$ cat config.mk
export PLATFORM = sky130hd
export DESIGN_NAME = note_dropper
export DESIGN_NICKNAME = d
export VERILOG_FILES = /design/src/rtl/rhythm_pkg.sv /design/src/rtl/note_judge.sv /design/src/rtl/note_dropper.sv
export SDC_FILE = /design/constraint.sdc
export NUM_CORES = 1
export LEC_CHECK = 0
export CELL_PAD_IN_SITES_DETAIL_PLACEMENT = 1
export CELL_PAD_IN_SITES_GLOBAL_PLACEMENT = 1
export CORE_AREA = 10 10 638 640
export CTS_CLUSTER_DIAMETER = 30
export DETAILED_ROUTE_END_ITERATION = 10
export DIE_AREA = 0 0 648 650
export HOLD_SLACK_MARGIN = 0.03
export PLACE_DENSITY_LB_ADDON = 0.1
export SLEW_MARGIN = 25
export SYNTH_ARGS = -nofsm -noshare
export SYNTH_HDL_FRONTEND = slang
export SYNTH_SLANG_ARGS = --single-unit
$ cat constraint.sdc
create_clock -name frame_clk -period 3.9 [get_ports frame_clk]
set_input_delay 0.39 -clock frame_clk [delete_from_list [all_inputs] [get_ports frame_clk]]
set_output_delay 0.39 -clock frame_clk [all_outputs]
set_load 0.005 [all_outputs]
$ cat src/rtl/rhythm_pkg.sv
// Shared types and constants for the rhythm game lane engines.
package rhythm_pkg;

   typedef enum logic [2:0] {
      IDLE = 3'd0,
      WAIT = 3'd1,
      FALL = 3'd2,
      HIT  = 3'd3,
      MISS = 3'd4
   } state_t;

   typedef enum logic [1:0] {
      GRADE_NONE    = 2'd0,
      GRADE_GOOD    = 2'd1,
      GRADE_PERFECT = 2'd2
   } grade_t;

   localparam int SPR_W = 40;
   localparam int SPR_H = 40;

   localparam logic [7:0] KEY_START   = 8'h2C;
   localparam logic [7:0] KEY_RESTART = 8'h01;

   localparam logic [9:0] SCREEN_W = 10'd640;
   localparam logic [9:0] SCREEN_H = 10'd480;

endpackage

$ cat src/rtl/note_judge.sv
// Combinational hit-window judge on a note's bottom edge; shared by every lane.
module note_judge #(
   parameter logic [9:0] HIT_LO  = 10'd340,
   parameter logic [9:0] HIT_HI  = 10'd400,
   parameter logic [9:0] PERF_LO = 10'd360,
   parameter logic [9:0] PERF_HI = 10'd380,
   parameter logic [9:0] Y_MAX   = 10'd400
) (
   input  logic [10:0] bottom,
   input  logic        press_edge,
   output logic        in_window,
   output logic        in_perfect,
   output logic        past_max
);

   // Window outputs already include the press qualification, so callers only check priority.
   assign past_max   = (bottom >= {1'b0, Y_MAX});
   assign in_window  = press_edge && (bottom >= {1'b0, HIT_LO}) && (bottom < {1'b0, HIT_HI});
   assign in_perfect = in_window && (bottom >= {1'b0, PERF_LO}) && (bottom < {1'b0, PERF_HI});

endmodule

$ cat src/rtl/note_dropper.sv
// Single-lane falling-note engine: delay, fall, judge, hold result until re-arm.
// Optional perfect grading is enabled by defining NOTE_DROPPER_PERFECT_GRADE_EN.
module note_dropper
   import rhythm_pkg::*;
#(
   parameter logic [9:0]    X_START     = 10'd560,
   parameter logic [9:0]    Y_START     = 10'd100,
   parameter logic [9:0]    Y_MAX       = 10'd400,
   parameter logic [5:0]    SPR_H       = 6'd40,
   parameter logic [9:0]    HIT_LO      = 10'd340,
   parameter logic [9:0]    HIT_HI      = 10'd400,
   parameter logic [9:0]    PERF_LO     = 10'd360,
   parameter logic [9:0]    PERF_HI     = 10'd380,
   parameter logic [11:0]   DELAY       = 12'd1200,
   parameter logic [3:0]    SPEED       = 4'd1,
   parameter logic [7:0]    LANE_KEY    = 8'h51,
   parameter logic [7:0]    START_KEY   = KEY_START,
   parameter logic [7:0]    RESTART_KEY = KEY_RESTART,
   parameter logic [1599:0] SPRITE      = '0
) (
   input  logic          frame_clk,
   input  logic          Reset,
   input  logic [7:0]    keycode,
   input  logic [7:0]    keycode_second,
   output logic [9:0]    dropX,
   output logic [9:0]    dropY,
   output logic [1599:0] sprite,
   output logic          visible,
   output logic          hit,
   output logic          miss,
   output logic [1:0]    grade
);

`ifdef NOTE_DROPPER_PERFECT_GRADE_EN
   localparam bit PERFECT_EN = 1'b1;
`else
   localparam bit PERFECT_EN = 1'b0;
`endif

   state_t      state;
   grade_t      grade_q;
   logic [11:0] counter;
   logic        key_prev;

   logic        lane_press;
   logic        press_edge;
   logic        start_press;
   logic        restart_press;
   logic [10:0] bottom;
   logic [10:0] step_y;
   logic [10:0] step_bottom;
   logic [9:0]  y_ceiling;
   logic        in_window;
   logic        in_perfect;
   logic        past_max;

   assign lane_press    = (keycode == LANE_KEY) || (keycode_second == LANE_KEY);
   assign press_edge    = lane_press && !key_prev;
   assign start_press   = (keycode == START_KEY) || (keycode_second == START_KEY);
   assign restart_press = (keycode == RESTART_KEY) || (keycode_second == RESTART_KEY);

   assign bottom      = {1'b0, dropY} + {5'b0, SPR_H};
   assign step_y      = {1'b0, dropY} + {7'b0, SPEED};
   assign step_bottom = step_y + {5'b0, SPR_H};
   assign y_ceiling   = Y_MAX - {4'b0, SPR_H};

   assign dropX  = X_START;
   assign sprite = visible ? SPRITE : '0;
   assign grade  = grade_q;

   note_judge #(
      .HIT_LO  (HIT_LO),
      .HIT_HI  (HIT_HI),
      .PERF_LO (PERF_LO),
      .PERF_HI (PERF_HI),
      .Y_MAX   (Y_MAX)
   ) u_judge (
      .bottom     (bottom),
      .press_edge (press_edge),
      .in_window  (in_window),
      .in_perfect (in_perfect),
      .past_max   (past_max)
   );

   // Restart aborts from any armed state; in FALL a miss outranks a simultaneous hit.
   always_ff @(posedge frame_clk) begin
      if (Reset) begin
         state    <= IDLE;
         dropY    <= Y_START;
         counter  <= '0;
         hit      <= 1'b0;
         miss     <= 1'b0;
         grade_q  <= GRADE_NONE;
         visible  <= 1'b0;
         key_prev <= 1'b0;
      end else begin
         key_prev <= lane_press;
         if (restart_press && (state != IDLE)) begin
            state   <= IDLE;
            dropY   <= Y_START;
            counter <= '0;
            hit     <= 1'b0;
            miss    <= 1'b0;
            grade_q <= GRADE_NONE;
            visible <= 1'b0;
         end else begin
            case (state)
               IDLE: begin
                  visible <= 1'b0;
                  if (start_press) begin
                     counter <= '0;
                     if (DELAY == 12'd0) begin
                        state   <= FALL;
                        visible <= 1'b1;
                     end else begin
                        state <= WAIT;
                     end
                  end
               end
               WAIT: begin
                  if (counter == DELAY - 12'd1) begin
                     state   <= FALL;
                     visible <= 1'b1;
                  end else begin
                     counter <= counter + 12'd1;
                  end
               end
               FALL: begin
                  if (past_max) begin
                     state   <= MISS;
                     miss    <= 1'b1;
                     visible <= 1'b0;
                  end else if (in_window) begin
                     state   <= HIT;
                     hit     <= 1'b1;
                     visible <= 1'b0;
                     grade_q <= (PERFECT_EN && in_perfect) ? GRADE_PERFECT : GRADE_GOOD;
                  end else if (step_bottom > {1'b0, Y_MAX}) begin
                     dropY <= y_ceiling;
                  end else begin
                     dropY <= step_y[9:0];
                  end
               end
               HIT, MISS: begin
                  visible <= 1'b0;
               end
               default: begin
                  state   <= IDLE;
                  visible <= 1'b0;
               end
            endcase
         end
      end
   end

endmodule
==> results of run 1 <==
## layer usage
layer	global-route usage, %	up-vias	share of wire [%]
li1	-	2746	-
met1	1.18	2862	21
met2	5.28	668	67
met3	0.848	8	12
met4	0.189	0	0.33
met5	0	-	0
## stage by stage
stage | instances | hold WS [ps] | instance area (sq um) | util, %
after global placement | 7178 | 496 | 15200 | 3.86
final | 7187 | 505 | 15400 | 3.90
after detailed placement | 7178 | 498 | 15200 | 3.86
after CTS | 7186 | 516 | 15400 | 3.90
after floorplan | 3496 | 460 | 20300 | -
after global routing | 7186 | 548 | 15400 | 3.90
## cells in the mapped netlist (all sizes together), types with 3 or more instances
| cell type | n | area [sq um] |
|---|---|---|
| nand2 | 22 | 82.6 |
| ha | 7 | 87.6 |
| nor4bb | 3 | 30.0 |
| a221oi | 3 | 43.8 |
| a21o | 3 | 22.5 |
| xnor2 | 12 | 105 |
| or3 | 6 | 42.5 |
| dfxtp | 29 | 581 |
| nor4 | 6 | 37.5 |
| and3 | 5 | 31.3 |
| o21ai | 12 | 60.1 |
| a21oi | 16 | 80.1 |
| o211ai | 3 | 22.5 |
| nand3 | 12 | 60.1 |
| nand4 | 9 | 62.6 |
| buf | 1622 | 12200 |
| clkbuf | 4 | 15.0 |
| nand2b | 3 | 18.8 |
| nor3 | 9 | 45.0 |
| xor2 | 3 | 26.3 |
| a31oi | 4 | 25.0 |
| and2 | 3 | 18.8 |
| inv | 11 | 41.3 |
| o31ai | 4 | 30.0 |
| nor2b | 7 | 43.8 |
| nor4b | 4 | 35.0 |
| a21boi | 3 | 22.5 |
| nor2 | 26 | 100 |
## logic make-up after synthesis
family | Yosys count
buf+inv | 1638
simple gates | 128
compound gates | 66
flops | 29
xor+xnor | 15
fa+ha+maj | 7
other cells | 2
mux | 2
## power by group
group          internal [W]  total [W]  switching [W]
clock network      0.000238   0.000400       0.000162
logic              0.000247    0.00113       0.000885
registers          0.000326   0.000374      0.0000479
total              0.000811    0.00191        0.00109
## sequential cells by signal, indices dropped and copies added, names as in the netlist
register  cells
hit           1
miss          1
counter      12
key_prev      1
state         3
visible       1
dropY        10
## worst reg2reg max path: stages, from the launching register on
cell and delay, ps:
dfxtp_1 470, ha_1 400, nand2b_1 150, o31ai_1 400, o311ai_1 240, a21oi_1 220, buf_4 130, a21oi_1 100
buf_4 220, or4_1 520, a21oi_1 150
## area by class of cell
class / count / area [sq um] / area share, %
multi-input combinational: 1829 / 7470 / 48.6
tap: 5242 / 6560 / 42.7
sequential: 29 / 581 / 3.78
timing repair buffer: 66 / 573 / 3.73
clock buffer: 8 / 136 / 0.887
inverter: 12 / 45.0 / 0.293
antenna: 1 / 2.50 / 0.0163
## final timing paths
path	startpoint	endpoint	slack (ps)	cells past startpoint
worst min-delay path	miss$_SDFFE_PP0P_	miss$_SDFFE_PP0P_	500	2
worst max register to register	dropY[3]$_SDFFE_PP0P_	dropY[0]$_SDFFE_PP0P_	820	10
worst min register to register	miss$_SDFFE_PP0P_	miss$_SDFFE_PP0P_	500	2
worst max-delay path	dropY[3]$_SDFFE_PP0P_	dropY[0]$_SDFFE_PP0P_	820	10
==> qor.csv, run 1 <==
stage;metric;value;unit
die;ioPinCount;1643;
grt;grt_pass1_vias;6962;
critical_path;worstSetupEndpointType;register;
die;die_h;650;microns
clocking;cts-root-buf;clkbuf_16;
cells_and_area;final_cell_mix;conb_1 (1611), buf_4 (35), clkdlybuf4s50_1 (31);
synth;synth-xor-area-share;0.923;%
cells_and_area;drive_above_1_share;2.52;%
synth;yosys.area_share.adder;0.615;%
routing;viasPerCell;0.874;
routing;drtIter0Drc;99;
timing;setup_viol;0;
die;die_w;648;microns
cells_and_area;final_nets;1968;
timing;fin_tns_setup;0;ps
grt;antenna_found_initial;0;
synth;synth_seq_cells;29;
critical_path;critPathRequiredTime;4120;ps
placed_design;gp_congestion;0.602;
flow_run;max-cap-violations;0;
routing;wl_per_cell;7.21;microns
synth;synth.cell_area;0.0142;sq mm
routing;drc;0;
timing;skew;6.81;ps
cells_and_area;fillers;48300;
die;dieArea;0.421;sq mm
synth;synth_cell_type_count;64;
routing;routed_wl;51.8;mm
cells_and_area;final_common_cell;conb_1;
timing;rsz0062_at_grt;false;
power_and_ir_drop;power_density;124;mW/mm^2
critical_path;cp_cell_sequence;ha_1 > nand2b_1 > o31ai_1 > o311ai_1 > a21oi_1 > buf_4 > a21oi_1 > buf_4 > or4_1 > a21oi_1;
routing;detail-route-antenna-nets;0;
critical_path;crit_type;reg -> reg;
die;start_util;3.61;%
timing;finalMaxSlewViolations;0;
clocking;clk_latency;290;ps
synth;synth_top_family_by_area;buffers and inverters;
critical_path;cp_common_cell;a21oi_1;
timing;period_needed;3080;ps
clocking;postCtsSetupRepairBufs;0;
clocking;cts_tree;built;
synth;ys_seq_area_share;4.08;%
clocking;cts_hold_buf;0;
clocking;post_cts_resized;0;
clocking;cts.clk_slew.worst_paths;60;ps
power_and_ir_drop;power.total;0.00191;W
placed_design;hpwl;49.6;mm
timing;fmax;0.324;GHz
clocking;htreeDepth;2;
synth;synth-simple-area-share;5.06;%
timing;period_share;79.0;%
clocking;numCtsBuffers;5;
synth;muxShareOfSynthArea;0.141;%
routing;drt_pass1_iterations;4;
synth;syn_avg_cell_area;7.54;sq um
timing;relSlewSlack;54.7;%
cells_and_area;areaGrowthSynthToFinish;7.97;%
synth;ys.flop_type;dfxtp_1;
clocking;cts.sinks;29;
critical_path;slowest_stage;or4_1;
synth;yosys_warnings;0;
critical_path;cp.arrival;3300;ps
worst_hold_path;min_path_type;reg -> reg;
power_and_ir_drop;ir_drop;0.172;mV
grt;grt_pass1_wl;62.7;mm
timing;worst_slack;817;ps
critical_path;cp_max_fo;9;
synth;synth-compound-area-share;3.29;%
clocking;cts.path.max_buffers;2;
timing;worstMarginPinSlew;678;ps
status;status;complete, no violations;
critical_path;critPathTopFamily;compound AO/OA/AOI/OAI gates;
critical_path;crit_path_start_kind;register;
synth;netlist_instances;1887;
placed_design;place_ws;591;ps
critical_path;slowest_delay;520;ps
critical_path;critPathBufInv;2;
grt;grt_overflow;0;
die;row_count;231;
timing;finalHoldViolations;0;
synth;ys_async_sr_fraction;0;%
die;core_area;0.394;sq mm
grt;grt_max_degree;16;
synth;synth-edff-count;0;
placed_design;numPortBuffers;31;
routing;num_vias;6284;
grt;track_usage;2.09;%
power_and_ir_drop;p_leak;6.31;nW
(Power assumes the default switching activity.)
==> run 2, diff against run 1 <==
--- a/config.mk
+++ b/config.mk
@@ -7,10 +7,10 @@
 export LEC_CHECK = 0
 export CELL_PAD_IN_SITES_DETAIL_PLACEMENT = 1
 export CELL_PAD_IN_SITES_GLOBAL_PLACEMENT = 1
-export CORE_AREA = 10 10 638 640
+export CORE_AREA = 10 10 636 638
 export CTS_CLUSTER_DIAMETER = 30
 export DETAILED_ROUTE_END_ITERATION = 10
-export DIE_AREA = 0 0 648 650
+export DIE_AREA = 0 0 646 648
 export HOLD_SLACK_MARGIN = 0.03
 export PLACE_DENSITY_LB_ADDON = 0.1
 export SLEW_MARGIN = 25
==> constraint.sdc (replaced) <==
create_clock -name frame_clk -period 2.7 [get_ports frame_clk]
set_input_delay 0.27 -clock frame_clk [delete_from_list [all_inputs] [get_ports frame_clk]]
set_output_delay 0.27 -clock frame_clk [all_outputs]
set_load 0.005 [all_outputs]
==> qor.csv, run 2 (synthesis results as in run 1) <==
stage;metric;value;unit;change
cells_and_area;areaGrowthSynthToFinish;15.3;%;was 7.97%
cells_and_area;n_antenna_cell;0;;was 1
routing;wl_per_cell;7.41;microns;was 7.21 microns
grt;grt_pass1_vias;7429;;was 6962
placed_design;place_ws;-377;ps;was 591 ps
worst_hold_path;min_path_type;reg -> reg;;unchanged
timing;period_share;101;%;was 79.0%
clocking;cts.clk_slew.worst_paths;60;ps;about the same
cells_and_area;drive_above_1_share;9.04;%;was 2.52%
grt;antenna_found_initial;0;;unchanged
die;die_h;648;microns;was 650 microns
placed_design;numPortBuffers;31;;unchanged
clocking;numCtsBuffers;5;;unchanged
grt;grt_max_degree;18;;was 16
critical_path;critPathTopFamily;compound AO/OA/AOI/OAI gates;;unchanged
timing;worstMarginPinSlew;582;ps;was 678 ps
timing;fmax;0.368;GHz;was 0.324 GHz
die;core_area;0.391;sq mm;was 0.394 sq mm
critical_path;critPathBufInv;2;;unchanged
placed_design;gp_congestion;0.600;;was 0.602
cells_and_area;largest_reg_flops;12;;unchanged
power_and_ir_drop;ir_drop;0.166;mV;was 0.172 mV
status;status;finished with violations;;was complete, no violations
clocking;cts_tree;built;;unchanged
power_and_ir_drop;p_leak;6.83;nW;was 6.31 nW
flow_run;max-cap-violations;0;;unchanged
timing;setup_viol;1;;was 0
cells_and_area;reg_top3;counter x12, dropY x10, state x3;;unchanged
die;dieArea;0.419;sq mm;was 0.421 sq mm
critical_path;slowest_stage;or3_4;;was or4_1
clocking;cts.sinks;29;;unchanged
critical_path;slowest_delay;430;ps;was 520 ps
die;ioPinCount;1643;;unchanged
critical_path;crit_type;reg -> reg;;unchanged
critical_path;worstSetupEndpointType;register;;unchanged
critical_path;cp.arrival;2880;ps;was 3300 ps
critical_path;cp_max_fo;7;;was 9
critical_path;cp_common_cell;a221o_1;;was a21oi_1
clocking;clk_latency;290;ps;about the same
routing;drt_pass1_iterations;4;;unchanged
cells_and_area;final_nets;2059;;was 1968
power_and_ir_drop;power.total;0.00312;W;was 0.00191 W
timing;period_needed;2720;ps;was 3080 ps
die;row_count;230;;was 231
cells_and_area;final_common_cell;conb_1;;unchanged
cells_and_area;regMostFlops;counter;;unchanged
clocking;cts_hold_buf;0;;unchanged
grt;track_usage;2.09;%;about the same
routing;drc;0;;unchanged
cells_and_area;fin_util;4.19;%;was 3.90%
critical_path;cp_cell_sequence;ha_4 > buf_6 > nand4_1 > or3_4 > a221o_1 > a311o_1 > nand4_4 > buf_12 > o31ai_1 > a221o_1;;was ha_1 > nand2b_1 > o31ai_1 > o311ai_1 > a21oi_1 > buf_4 > a21oi_1 > buf_4 > or4_1 > a21oi_1
timing;worst_slack;-16.5;ps;was 817 ps
grt;grt_overflow;0;;unchanged
routing;num_vias;6702;;was 6284
routing;drtIter0Drc;113;;was 99
die;die_w;646;microns;was 648 microns
clocking;cts.path.max_buffers;2;;unchanged
routing;detail-route-antenna-nets;0;;unchanged
critical_path;crit_path_start_kind;register;;unchanged
routing;viasPerCell;0.924;;was 0.874
clocking;cts-root-buf;clkbuf_16;;unchanged
timing;relSlewSlack;61.1;%;was 54.7%
routing;routed_wl;53.7;mm;was 51.8 mm
timing;finalMaxSlewViolations;0;;unchanged
status;violations;negative setup slack;;
clocking;htreeDepth;2;;unchanged
timing;finalHoldViolations;0;;unchanged
power_and_ir_drop;power_density;190;mW/mm^2;was 124 mW/mm^2
timing;rsz0062_at_grt;true;;was false
cells_and_area;final_cell_mix;conb_1 (1611), buf_4 (110), clkdlybuf4s50_1 (31);;was conb_1 (1611), buf_4 (35), clkdlybuf4s50_1 (31)
timing;skew;7.84;ps;was 6.81 ps
grt;grt_pass1_wl;63.2;mm;was 62.7 mm
critical_path;critPathRequiredTime;2870;ps;was 4120 ps
placed_design;hpwl;51.4;mm;was 49.6 mm
die;start_util;3.64;%;was 3.61%
run 2: per-layer routing:
metal  track usage [%]  routed length [microns]  vias up
met2              5.10                    35500      676
met3             0.710                     4970       14
li1                  -                        -     2928
met1              1.39                    13000     3084
met5                 0                        0        -
met4             0.273                      338        0
run 2: worst register-to-register path: cells and delay by family, from the launching register on:
family                   cells  cell delay [ps]
buffers and inverters        2              270
adder cells (fa/ha/maj)      1              150
AO/OA/AOI/OAI                4             1050
AND/OR/NAND/NOR              3              760
flip-flops                   1              360
run 2: per-stage QoR:
| step | std cells | TNS [ps] | hold WS, ps | instance area (sq um) |
|---|---|---|---|---|
| after global routing | 7255 | -767 | 536 | 16400 |
| after global placement | 7234 | -6240 | 484 | 15800 |
| final | 7255 | -16.5 | 500 | 16400 |
| after CTS | 7245 | -77.4 | 513 | 16100 |
| after floorplan | 3496 | 0 | 342 | 20300 |
| after detailed placement | 7234 | -4210 | 499 | 15800 |
run 2: area by class of cell:
| cell class | count | area, sq um |
|---|---|---|
| clock buffer | 6 | 129 |
| clock inverter | 2 | 10.0 |
| fill | 47900 | 375000 |
| inverter | 12 | 47.5 |
| multi-input combinational | 1829 | 7720 |
| sequential | 29 | 594 |
| tap | 5220 | 6530 |
| timing repair buffer | 157 | 1370 |
run 2: final timing paths:
| kind | startpoint | endpoint | slack (ps) | cells after the start |
|---|---|---|---|---|
| setup / recovery | dropY[1]$_SDFFE_PP0P_ | dropY[2]$_SDFFE_PP1P_ | -20 | 10 |
| hold / removal | miss$_SDFFE_PP0P_ | miss$_SDFFE_PP0P_ | 500 | 2 |
| setup reg to reg | dropY[1]$_SDFFE_PP0P_ | dropY[2]$_SDFFE_PP1P_ | -20 | 10 |
| hold reg to reg | miss$_SDFFE_PP0P_ | miss$_SDFFE_PP0P_ | 500 | 2 |
run 2: timing repair:
item | in CTS | in global routing
buffers inserted | 3 | 11
gates cloned | 0 | 1
resized for setup | 30 | 45
endpoints found under the hold margin | 0 | 0
pin swaps | 7 | 22
endpoints found under the setup margin | 10 | 24
run 2: where the power goes:
group / internal (W) / switching, W / total, W / leakage [nW]
combinational: 0.000618 / 0.00140 / 0.00202 / 6.52
clock: 0.000339 / 0.000230 / 0.000569 / 0.0706
sequential: 0.000473 / 0.0000563 / 0.000530 / 0.235
total: 0.00143 / 0.00169 / 0.00312 / 6.83
==> run 3, diff against run 2 <==
--- a/config.mk
+++ b/config.mk
@@ -7,13 +7,15 @@
 export LEC_CHECK = 0
 export CELL_PAD_IN_SITES_DETAIL_PLACEMENT = 1
 export CELL_PAD_IN_SITES_GLOBAL_PLACEMENT = 1
-export CORE_AREA = 10 10 636 638
+export CORE_AREA = 8 8 634 636
 export CTS_CLUSTER_DIAMETER = 30
 export DETAILED_ROUTE_END_ITERATION = 10
-export DIE_AREA = 0 0 646 648
+export DIE_AREA = 0 0 642 644
 export HOLD_SLACK_MARGIN = 0.03
 export PLACE_DENSITY_LB_ADDON = 0.1
+export SETUP_SLACK_MARGIN = 0.05
 export SLEW_MARGIN = 25
 export SYNTH_ARGS = -nofsm -noshare
 export SYNTH_HDL_FRONTEND = slang
 export SYNTH_SLANG_ARGS = --single-unit
+export TNS_END_PERCENT = 10
==> qor.csv, run 3 (synthesis results as in run 1) <==
stage;metric;value;unit;change
die;start_util;3.64;%;unchanged
clocking;cts-root-buf;clkbuf_16;;unchanged
timing;period_share;98.1;%;was 101%
clocking;cts.path.max_buffers;2;;unchanged
timing;finalHoldViolations;0;;unchanged
timing;fmax;0.377;GHz;was 0.368 GHz
die;dieArea;0.413;sq mm;was 0.419 sq mm
critical_path;r2r_cells;10;;unchanged
timing;period_needed;2650;ps;was 2720 ps
placed_design;place_area;0.0157;sq mm;was 0.0158 sq mm
power_and_ir_drop;power_density;195;mW/mm^2;was 190 mW/mm^2
timing;rsz0062_at_grt;true;;unchanged
die;core_area;0.391;sq mm;unchanged
grt;antenna_found_initial;0;;unchanged
die;row_count;230;;unchanged
cells_and_area;final_common_cell;conb_1;;unchanged
cells_and_area;final_area;0.0164;sq mm;about the same
cells_and_area;reg_top3;counter x12, dropY x10, state x3;;unchanged
grt;track_usage;2.13;%;was 2.09%
die;die_w;642;microns;was 646 microns
timing;finalMaxSlewViolations;0;;unchanged
critical_path;crit_type;reg -> reg;;unchanged
cells_and_area;seqCellArea;592;sq um;was 594 sq um
routing;drc;0;;unchanged
grt;grt_pass1_vias;7763;;was 7429
timing;worstMarginPinSlew;650;ps;was 582 ps
worst_hold_path;min_path_cells;2;;unchanged
routing;drtIter0Drc;96;;was 113
routing;routed_wl;50.9;mm;was 53.7 mm
clocking;cts_hold_buf;0;;unchanged
die;die_h;644;microns;was 648 microns
placed_design;place_ws;-685;ps;was -377 ps
critical_path;cp_max_fo;4;;was 7
power_and_ir_drop;p_leak;6.76;nW;was 6.83 nW
status;status;complete, no violations;;was finished with violations
clocking;clk_latency;290;ps;about the same
placed_design;numPortBuffers;31;;unchanged
grt;grt_overflow;0;;unchanged
routing;num_vias;6691;;was 6702
grt;grt_pass1_wl;64.2;mm;was 63.2 mm
cells_and_area;fillers;48000;;was 47900
grt;grt_max_degree;18;;unchanged
placed_design;hpwl;48.2;mm;was 51.4 mm
cells_and_area;final_nets;2044;;was 2059
grt;met1_usage;1.41;%;was 1.39%
power_and_ir_drop;ir_drop;0.232;mV;was 0.166 mV
critical_path;crit_path_start_kind;register;;unchanged
cells_and_area;largest_reg_flops;12;;unchanged
clocking;cts.clk_slew.worst_paths;60;ps;about the same
timing;skew;6.66;ps;was 7.84 ps
cells_and_area;areaGrowthSynthToFinish;15.0;%;was 15.3%
routing;viasPerCell;0.924;;about the same
clocking;htreeDepth;2;;unchanged
grt;met2_usage;5.16;%;was 5.10%
routing;drt_pass1_iterations;4;;unchanged
clocking;cts_tree;built;;unchanged
flow_run;max-cap-violations;0;;unchanged
timing;relSlewSlack;56.5;%;was 61.1%
cells_and_area;regMostFlops;counter;;unchanged
cells_and_area;fin_util;4.18;%;was 4.19%
routing;wl_per_cell;7.04;microns;was 7.41 microns
timing;setup_viol;0;;was 1
cells_and_area;n_antenna_cell;0;;unchanged
cells_and_area;final_cell_mix;conb_1 (1611), buf_4 (96), clkdlybuf4s50_1 (31);;was conb_1 (1611), buf_4 (110), clkdlybuf4s50_1 (31)
worst_hold_path;min_path_type;reg -> reg;;unchanged
grt;top_usage_layer;met2;;unchanged
critical_path;critPathRequiredTime;2910;ps;was 2870 ps
critical_path;worstSetupEndpointType;register;;unchanged
critical_path;cp.arrival;2860;ps;was 2880 ps
grt;grtUsageMet3;0.773;%;was 0.710%
placed_design;gp_congestion;0.599;;was 0.600
cells_and_area;drive_above_1_share;8.66;%;was 9.04%
routing;detail-route-antenna-nets;0;;unchanged
clocking;cts.sinks;29;;unchanged
timing;worst_slack;50.5;ps;was -16.5 ps
clocking;numCtsBuffers;5;;unchanged
cells_and_area;multi_input_area;0.00782;sq mm;was 0.00772 sq mm
die;ioPinCount;1643;;unchanged
[run 3: worst max-delay path, cell delays in order, from the launching register on]
cell       delay (ps)
dfxtp_4           360
ha_4              150
buf_6             110
nand4_1           150
or3_4             410
buf_4             150
nand2_1           170
o2111ai_4         200
o2111a_2          250
or4b_4            520
a21oi_2           120
[run 3: layer usage]
layer | part of all wire, % | wire length (microns) | vias to the layer above
li1 | - | - | 2903
met1 | 25 | 12500 | 3095
met2 | 66 | 33700 | 676
met3 | 8.6 | 4390 | 17
met4 | 0.72 | 368 | 0
met5 | 0 | 0 | -
[run 3: final timing paths]
kind	start	endpoint	slack (ps)
worst min-delay path	miss$_SDFFE_PP0P_	miss$_SDFFE_PP0P_	480
worst max register to register	dropY[1]$_SDFFE_PP0P_	dropY[1]$_SDFFE_PP0P_	50
worst min register to register	miss$_SDFFE_PP0P_	miss$_SDFFE_PP0P_	480
worst max-delay path	dropY[1]$_SDFFE_PP0P_	dropY[1]$_SDFFE_PP0P_	50
[run 3: through the flow]
stage	TNS, ps	hold slack (ps)	power [W]	instances
floorplan	0	342	0.00311	3496
global placement	-7700	498	0.00215	7214
detailed placement	-7080	476	0.00212	7214
CTS	0	492	0.00288	7233
global route	-161	529	0.00353	7240
finish	0	477	0.00320	7240
[run 3: repair_timing]
item                                    in CTS  in global routing
pin swaps                                   12                 19
gates resized for setup                     36                 48
setup buffers                               12                  6
endpoints found under the setup margin      12                 11
gates cloned                                 0                  1
[run 3: final cells by class]
class,count,area share [%]
Clock buffer,7,0.933
Inverter,12,0.291
Multi-Input combinational cell,1830,47.8
Sequential cell,29,3.62
Tap cell,5220,39.9
Timing Repair Buffer,141,7.42
Clock inverter,1,0.0306
[run 3: where the power goes]
part / internal, W / switching [W]
registers: 0.000473 / 0.0000519
clock network: 0.000391 / 0.000230
logic: 0.000631 / 0.00142
